**config.mk**
```make
export PLATFORM = sky130hd
export DESIGN_NAME = dcache_tag_lookup
export DESIGN_NICKNAME = d
export VERILOG_FILES = /design/src/rtl/dcache_pkg.sv /design/src/rtl/dcache_tag_lookup.sv
export SDC_FILE = /design/constraint.sdc
export NUM_CORES = 1
export LEC_CHECK = 0
export CORE_UTILIZATION = 41
export CTS_CLUSTER_SIZE = 30
export DETAILED_ROUTE_END_ITERATION = 8
export GPL_TIMING_DRIVEN = 0
export HOLD_SLACK_MARGIN = 0.12
export PLACE_DENSITY = 0.92
export SLEW_MARGIN = 10
export SYNTH_ARGS = -nofsm -noshare
export SYNTH_HDL_FRONTEND = slang
export SYNTH_SLANG_ARGS = --single-unit
```
**constraint.sdc**
```tcl
create_clock -name clk -period 2.2 [get_ports clk]
set_input_delay 0.44 -clock clk [delete_from_list [all_inputs] [get_ports clk]]
set_output_delay 0.44 -clock clk [all_outputs]
set_load 0.02 [all_outputs]
```
**src/rtl/dcache_pkg.sv**
```systemverilog
// Shared types and widths for the dcache tag/overhead path.
package dcache_pkg;

  localparam int TAG_WIDTH           = 20;
  localparam int OVERHEAD_ADDR_WIDTH = 6;
  localparam int OFFSET_WIDTH        = 6;
  localparam int DATA_WIDTH          = TAG_WIDTH + 2;

  typedef struct packed {
    logic [TAG_WIDTH-1:0]           tag;
    logic [OVERHEAD_ADDR_WIDTH-1:0] index;
    logic [OFFSET_WIDTH-1:0]        offset;
  } laddr_t;

  typedef struct packed {
    logic                 valid;
    logic                 dirty;
    logic [TAG_WIDTH-1:0] tag;
  } overhead_t;

  typedef enum logic [1:0] {
    INIT = 2'd0,
    IDLE = 2'd1,
    READ = 2'd2,
    RESP = 2'd3
  } tl_state_e;

endpackage

```
**src/rtl/dcache_tag_lookup.sv**
```systemverilog
// Tag lookup control in front of the overhead RAM: invalidate sweep, lookup,
// store-hit dirty update and refill install.
//
//   state | meaning
//   ------+-------------------------------------------------------------
//   INIT  | sweeping every overhead entry to invalid after reset
//   IDLE  | accepting fills (priority) or lookup requests
//   READ  | RAM data valid; compare tag, write dirty on store hit
//   RESP  | holding lookup result until resp_ready
module dcache_tag_lookup
  import dcache_pkg::*;
#(
  parameter int TAG_WIDTH    = dcache_pkg::TAG_WIDTH,
  parameter int INDEX_WIDTH  = dcache_pkg::OVERHEAD_ADDR_WIDTH,
  parameter int OFFSET_WIDTH = dcache_pkg::OFFSET_WIDTH
) (
  input  logic                   clk,
  input  logic                   rst_n,
  output logic                   init_done,
  input  logic                   req_valid,
  output logic                   req_ready,
  input  logic [31:0]            req_addr,
  input  logic                   req_we,
  output logic                   resp_valid,
  input  logic                   resp_ready,
  output logic                   resp_hit,
  output logic                   resp_victim_valid,
  output logic                   resp_victim_dirty,
  output logic [TAG_WIDTH-1:0]   resp_victim_tag,
  output logic [INDEX_WIDTH-1:0] resp_index,
  input  logic                   fill_valid,
  output logic                   fill_ready,
  input  logic [INDEX_WIDTH-1:0] fill_index,
  input  logic [TAG_WIDTH-1:0]   fill_tag,
  input  logic                   fill_dirty,
  output logic [INDEX_WIDTH-1:0] oh_addra,
  output logic                   oh_ena,
  output overhead_t              oh_dina,
  output logic [INDEX_WIDTH-1:0] oh_addrb,
  output logic                   oh_enb,
  input  overhead_t              oh_doutb
);

  localparam logic [INDEX_WIDTH-1:0] LAST_INDEX = '1;

  tl_state_e              state, state_nx;
  logic [INDEX_WIDTH-1:0] sweep_cnt;
  logic [TAG_WIDTH-1:0]   r_tag;
  logic [INDEX_WIDTH-1:0] r_index;
  logic                   r_we;
  logic                   hit;
  laddr_t                 req_la;
  logic                   addr_offset_unused;

  assign req_la             = req_addr;
  assign addr_offset_unused = ^req_la.offset;
  assign hit                = oh_doutb.valid && (oh_doutb.tag == r_tag);

  always_ff @(posedge clk) begin
    if (!rst_n) begin
      state             <= INIT;
      sweep_cnt         <= '0;
      init_done         <= 1'b0;
      r_tag             <= '0;
      r_index           <= '0;
      r_we              <= 1'b0;
      resp_hit          <= 1'b0;
      resp_victim_valid <= 1'b0;
      resp_victim_dirty <= 1'b0;
      resp_victim_tag   <= '0;
      resp_index        <= '0;
    end else begin
      state <= state_nx;
      case (state)
        INIT: begin
          sweep_cnt <= sweep_cnt + 1'b1;
          if (sweep_cnt == LAST_INDEX) init_done <= 1'b1;
        end
        IDLE: begin
          if (req_valid && req_ready) begin
            r_tag   <= req_la.tag;
            r_index <= req_la.index;
            r_we    <= req_we;
          end
        end
        READ: begin
          resp_hit          <= hit;
          resp_victim_valid <= oh_doutb.valid;
          resp_victim_dirty <= oh_doutb.dirty;
          resp_victim_tag   <= oh_doutb.tag;
          resp_index        <= r_index;
        end
        default: ;
      endcase
    end
  end

  always_comb begin
    state_nx   = state;
    req_ready  = 1'b0;
    fill_ready = 1'b0;
    resp_valid = 1'b0;
    oh_ena     = 1'b0;
    oh_addra   = '0;
    oh_dina    = '0;
    oh_enb     = 1'b0;
    oh_addrb   = '0;

    case (state)
      INIT: begin
        // Hold the write port quiet while reset is still asserted.
        oh_ena   = rst_n;
        oh_addra = sweep_cnt;
        if (sweep_cnt == LAST_INDEX) state_nx = IDLE;
      end
      IDLE: begin
        fill_ready = 1'b1;
        req_ready  = !fill_valid;
        if (fill_valid) begin
          oh_ena        = 1'b1;
          oh_addra      = fill_index;
          oh_dina.valid = 1'b1;
          oh_dina.dirty = fill_dirty;
          oh_dina.tag   = fill_tag;
        end else if (req_valid) begin
          oh_enb   = 1'b1;
          oh_addrb = req_la.index;
          state_nx = READ;
        end
      end
      READ: begin
        state_nx = RESP;
        if (hit && r_we) begin
          oh_ena        = 1'b1;
          oh_addra      = r_index;
          oh_dina.valid = 1'b1;
          oh_dina.dirty = 1'b1;
          oh_dina.tag   = r_tag;
        end
      end
      RESP: begin
        resp_valid = 1'b1;
        if (resp_ready) state_nx = IDLE;
      end
      default: state_nx = INIT;
    endcase
  end

endmodule

```
==> summary.txt <==
Clocking
  • # clock sinks: 65
  • CTS buffer count: 9
  • CTS tree: done
  • Clock buffer depth: 2
  • Clock Tree Root: clkbuf_8
  • Clk pin slew, worst setup/hold paths: 0.06 ns
  • H-tree Lvls: 3
  • Clk Latency, worst-skew pair: 0.35 ns

Setup path
  • Crit. End Element: output port
  • R2r endpoint: r_tag[15]
  • RR Startpoint: state[0]
  • Critical path class: input port to output port
  • Cell depth of the worst flop-to-flop path: 10
  • Crit path DAT: 2.09 ns
  • Critical path startpoint category: input port
  • Crit Path Max Fanout: 5
  • Slowest-stage cell, CP: nor3_4
  • Worst stage delay on the critical path: 0.29 ns
  • WP data required: 1.76 ns
  • Reg2reg setup slack: 0.30 ns
  • Crit-path cells: dlygate4sd2_1 > xnor2_1 > nand4_1 > nor3_4 > nand3_4 > buf_6 > o21bai_1 > buf_4

Pwr
  • Gate power share: 28.7%
  • Clock network power share: 31.2%
  • Net Switching: 950.9 uW
  • Maximum vdd drop: 418.1 uV
  • Static leakage: 2.053 nW
  • Sequential power share: 40.1%
  • Cell Int Power: 2.279 mW
  • Net switching share of the total power: 29.44%
  • PwrDens: 576.7 nW/um^2

STA
  • Worst hold slack: 0.4148 ns
  • Minimum clock period: 2.526 ns
  • Crit share post-route: 114.8%
  • Final hold viol count: 0
  • Worst Tran Pin Value: 0.5533 ns
  • Final setup violation count: 29
  • Final setup skew: 0.004412 ns
  • Final worst slack: -0.3260 ns
  • Max Slew Vio Count: 0
  • Max_slew headroom: 63.11%
  • Fmax: 395.9 MHz
  • RSZ-0062 raised after global routing: true

Floorplan
  • Die height: 91.08 um
  • Die W: 91.08 um
  • Row cnt: 32
  • Core area: 7687 um^2
  • Initial Util: 42.32%
  • Boundary pin count: 156
  • Die area: 8295 um^2

Layout
  • Final Non-Filler Cells: 666
  • FF+latch area: 1316 um^2
  • Area Overhead vs Synth: 72.15%
  • Ant. Diodes: 0
  • Utilization after layout: 72.85%
  • Share of layout cells above drive strength 1: 23.40%
  • Layout Nets: 653
  • Filler cell count: 545
  • Area of the multi-input gates: 2182 um^2
  • Design area: 5600 um^2

Yosys
  • Synth Warn #: 0
  • Number of library cell types mapped by synthesis: 32
  • Largest area contributor in the netlist: dfxtp_1
  • Syn Area/Cell: 8.450 um^2
  • Area fraction of the dominant cell type after synthesis: 40.00%
  • Post-Syn Area: 3253 um^2
  • Post-synth top flop: dfxtp_1
  • Post-Syn Instances: 385
  • Post-synth EDFFs: 0
  • Register area share after synthesis: 40.00%
  • Net Count, Synth: 479
  • Yosys reg bits: 65
  • Async S/R FF share, synth: 0%
  • Area contributors post-synth: dfxtp_1 40%, nand2_1 10%, mux2i_1 9.2%

Placement
  • Final HPWL DP: 8.127 mm
  • RePlAce Congestion: 0.8413
  • Placed Area: 4862 um^2
  • Pre-CTS WS: -1.112 ns
  • IO Port Bufs: 148
  • Placed Cells: 635

Detailed routing
  • TritonRoute pass-1 iters: 4
  • DR vias: 3,524
  • Via density per instance: 5.291
  • Detailed Route Iter0 Violations: 151
  • DRC: 0
  • Routed WL: 12.08 mm
  • ANT nets after route: 0
  • DR WL/cell: 18.13 um

Min path
  • Worst hold stages: 3
  • Hold Path Sink: resp_victim_tag[4]
  • Hold path start: oh_doutb[4]
  • Hold Crit Class: input port to flop

GRT
  • First-pass GRT wire length: 17.74 mm
  • Initial antenna violation count: 0
  • Largest net degree at the start of global routing: 12
  • Tot GR Track Use: 27.92%
  • Total congestion overflow: 0
  • Number of global-route vias before repair: 3,615

Outcome
  • Status: complete, but fails checks
  • Failing checks: setup timing

Flow run
  • Max-Cap Viols: 0
-- power by group through the flow --
stage | sequential, mW | clock, mW | combinational [mW]
after floorplan | 1.31 | 0 | 0.398
after global placement | 1.31 | 0 | 0.747
after detailed placement | 1.32 | 0 | 0.762
after CTS | 1.30 | 1.01 | 0.837
after global routing | 1.30 | 1.07 | 0.987
final | 1.30 | 1.01 | 0.926
-- metrics by stage --
step / TNS (ns) / total power [mW]
finish: -7.592 / 3.230
global route: -8.932 / 3.361
CTS: -7.514 / 3.146
detailed placement: -31.78 / 2.079
global placement: -31.23 / 2.059
floorplan: 0 / 1.706
-- cells by family after synthesis --
group	share of synthesized area, %
DFF	40.00
and+or+nand+nor	23.42
muxes	9.231
adders and majority gates	2.692
buffers and inverters	4.231
AOI/OAI and AO/OA	13.96
xor gates and xnor gates	6.461
-- critical path: cells and delay by family --
kind                      cells  cell delay, ns
xor gates and xnor gates      1            0.18
and+or+nand+nor               3            0.66
AOI/OAI and AO/OA             1            0.17
buffers and inverters         3            0.63
-- final cells by class --
| type | instances | share of cell area (%) |
|---|---|---|
| Multi-Input combinational cell | 288 | 38.96 |
| Timing Repair Buffer | 164 | 28.64 |
| Sequential cell | 65 | 23.50 |
| Clock buffer | 13 | 2.659 |
| Buffer | 22 | 2.547 |
| Tap cell | 102 | 2.279 |
| Clock inverter | 3 | 0.7149 |
| Inverter | 9 | 0.6926 |
-- Yosys cell counts, drive strengths merged, types with 6 or more instances --
master and n:
ha 7, o21a 6, and2 8, clkbuf 13, nand4 7, xnor2 19, a22oi 6, nor2b 33
and3 8, dfxtp 65, nand2 87, a21boi 24, o21ai 23, o22ai 6, nor2 6, mux2i 30
inv 9, buf 10
-- timing repair --
| item | in CTS | in global routing |
|---|---|---|
| pin swaps | 33 | 13 |
| buffers inserted | 5 | 9 |
| setup endpoints to repair | 37 | 36 |
| hold buffers | 0 | 0 |
| cloned | 2 | 0 |
| hold endpoints to repair | 0 | 0 |
| resized for setup | 283 | 49 |
-- flip-flops by register name, indices dropped and copies added (netlist names), 2 cells and up --
| register | count |
|---|---|
| r_index | 6 |
| r_tag | 20 |
| resp_victim_tag | 20 |
| state | 2 |
| resp_index | 6 |
| sweep_cnt | 6 |
-- metal layers --
| layer | up-vias | share of wire, % | global-route usage [%] |
|---|---|---|---|
| met3 | 43 | 8.2 | 8.291 |
| met5 | - | 0 | 0 |
| met4 | 0 | 4.3 | 16.14 |
| met2 | 191 | 50 | 49.31 |
| li1 | 1633 | - | - |
| met1 | 1657 | 37 | 29.38 |
-- cell usage in the layout, fill, tap and decap left out, drive strengths merged, types with 12 or more instances in the layout --
| cell type | count |
|---|---|
| clkbuf | 29 |
| o21ai | 23 |
| nand2 | 87 |
| mux2i | 30 |
| xnor2 | 19 |
| dlygate4sd2 | 12 |
| dfxtp | 65 |
| nor2b | 33 |
| buf | 59 |
| a21boi | 24 |
| clkdlybuf4s50 | 92 |
-- worst max-delay path by stage --
stage	start	to
finish	oh_doutb[9]	oh_dina[21]
global route	r_tag[4]	oh_dina[21]
CTS	r_tag[4]	oh_dina[2]
detailed placement	oh_doutb[4]	oh_dina[2]
global placement	oh_doutb[4]	oh_dina[2]
floorplan	state[0]	oh_dina[0]
(Power assumes the default switching activity.)
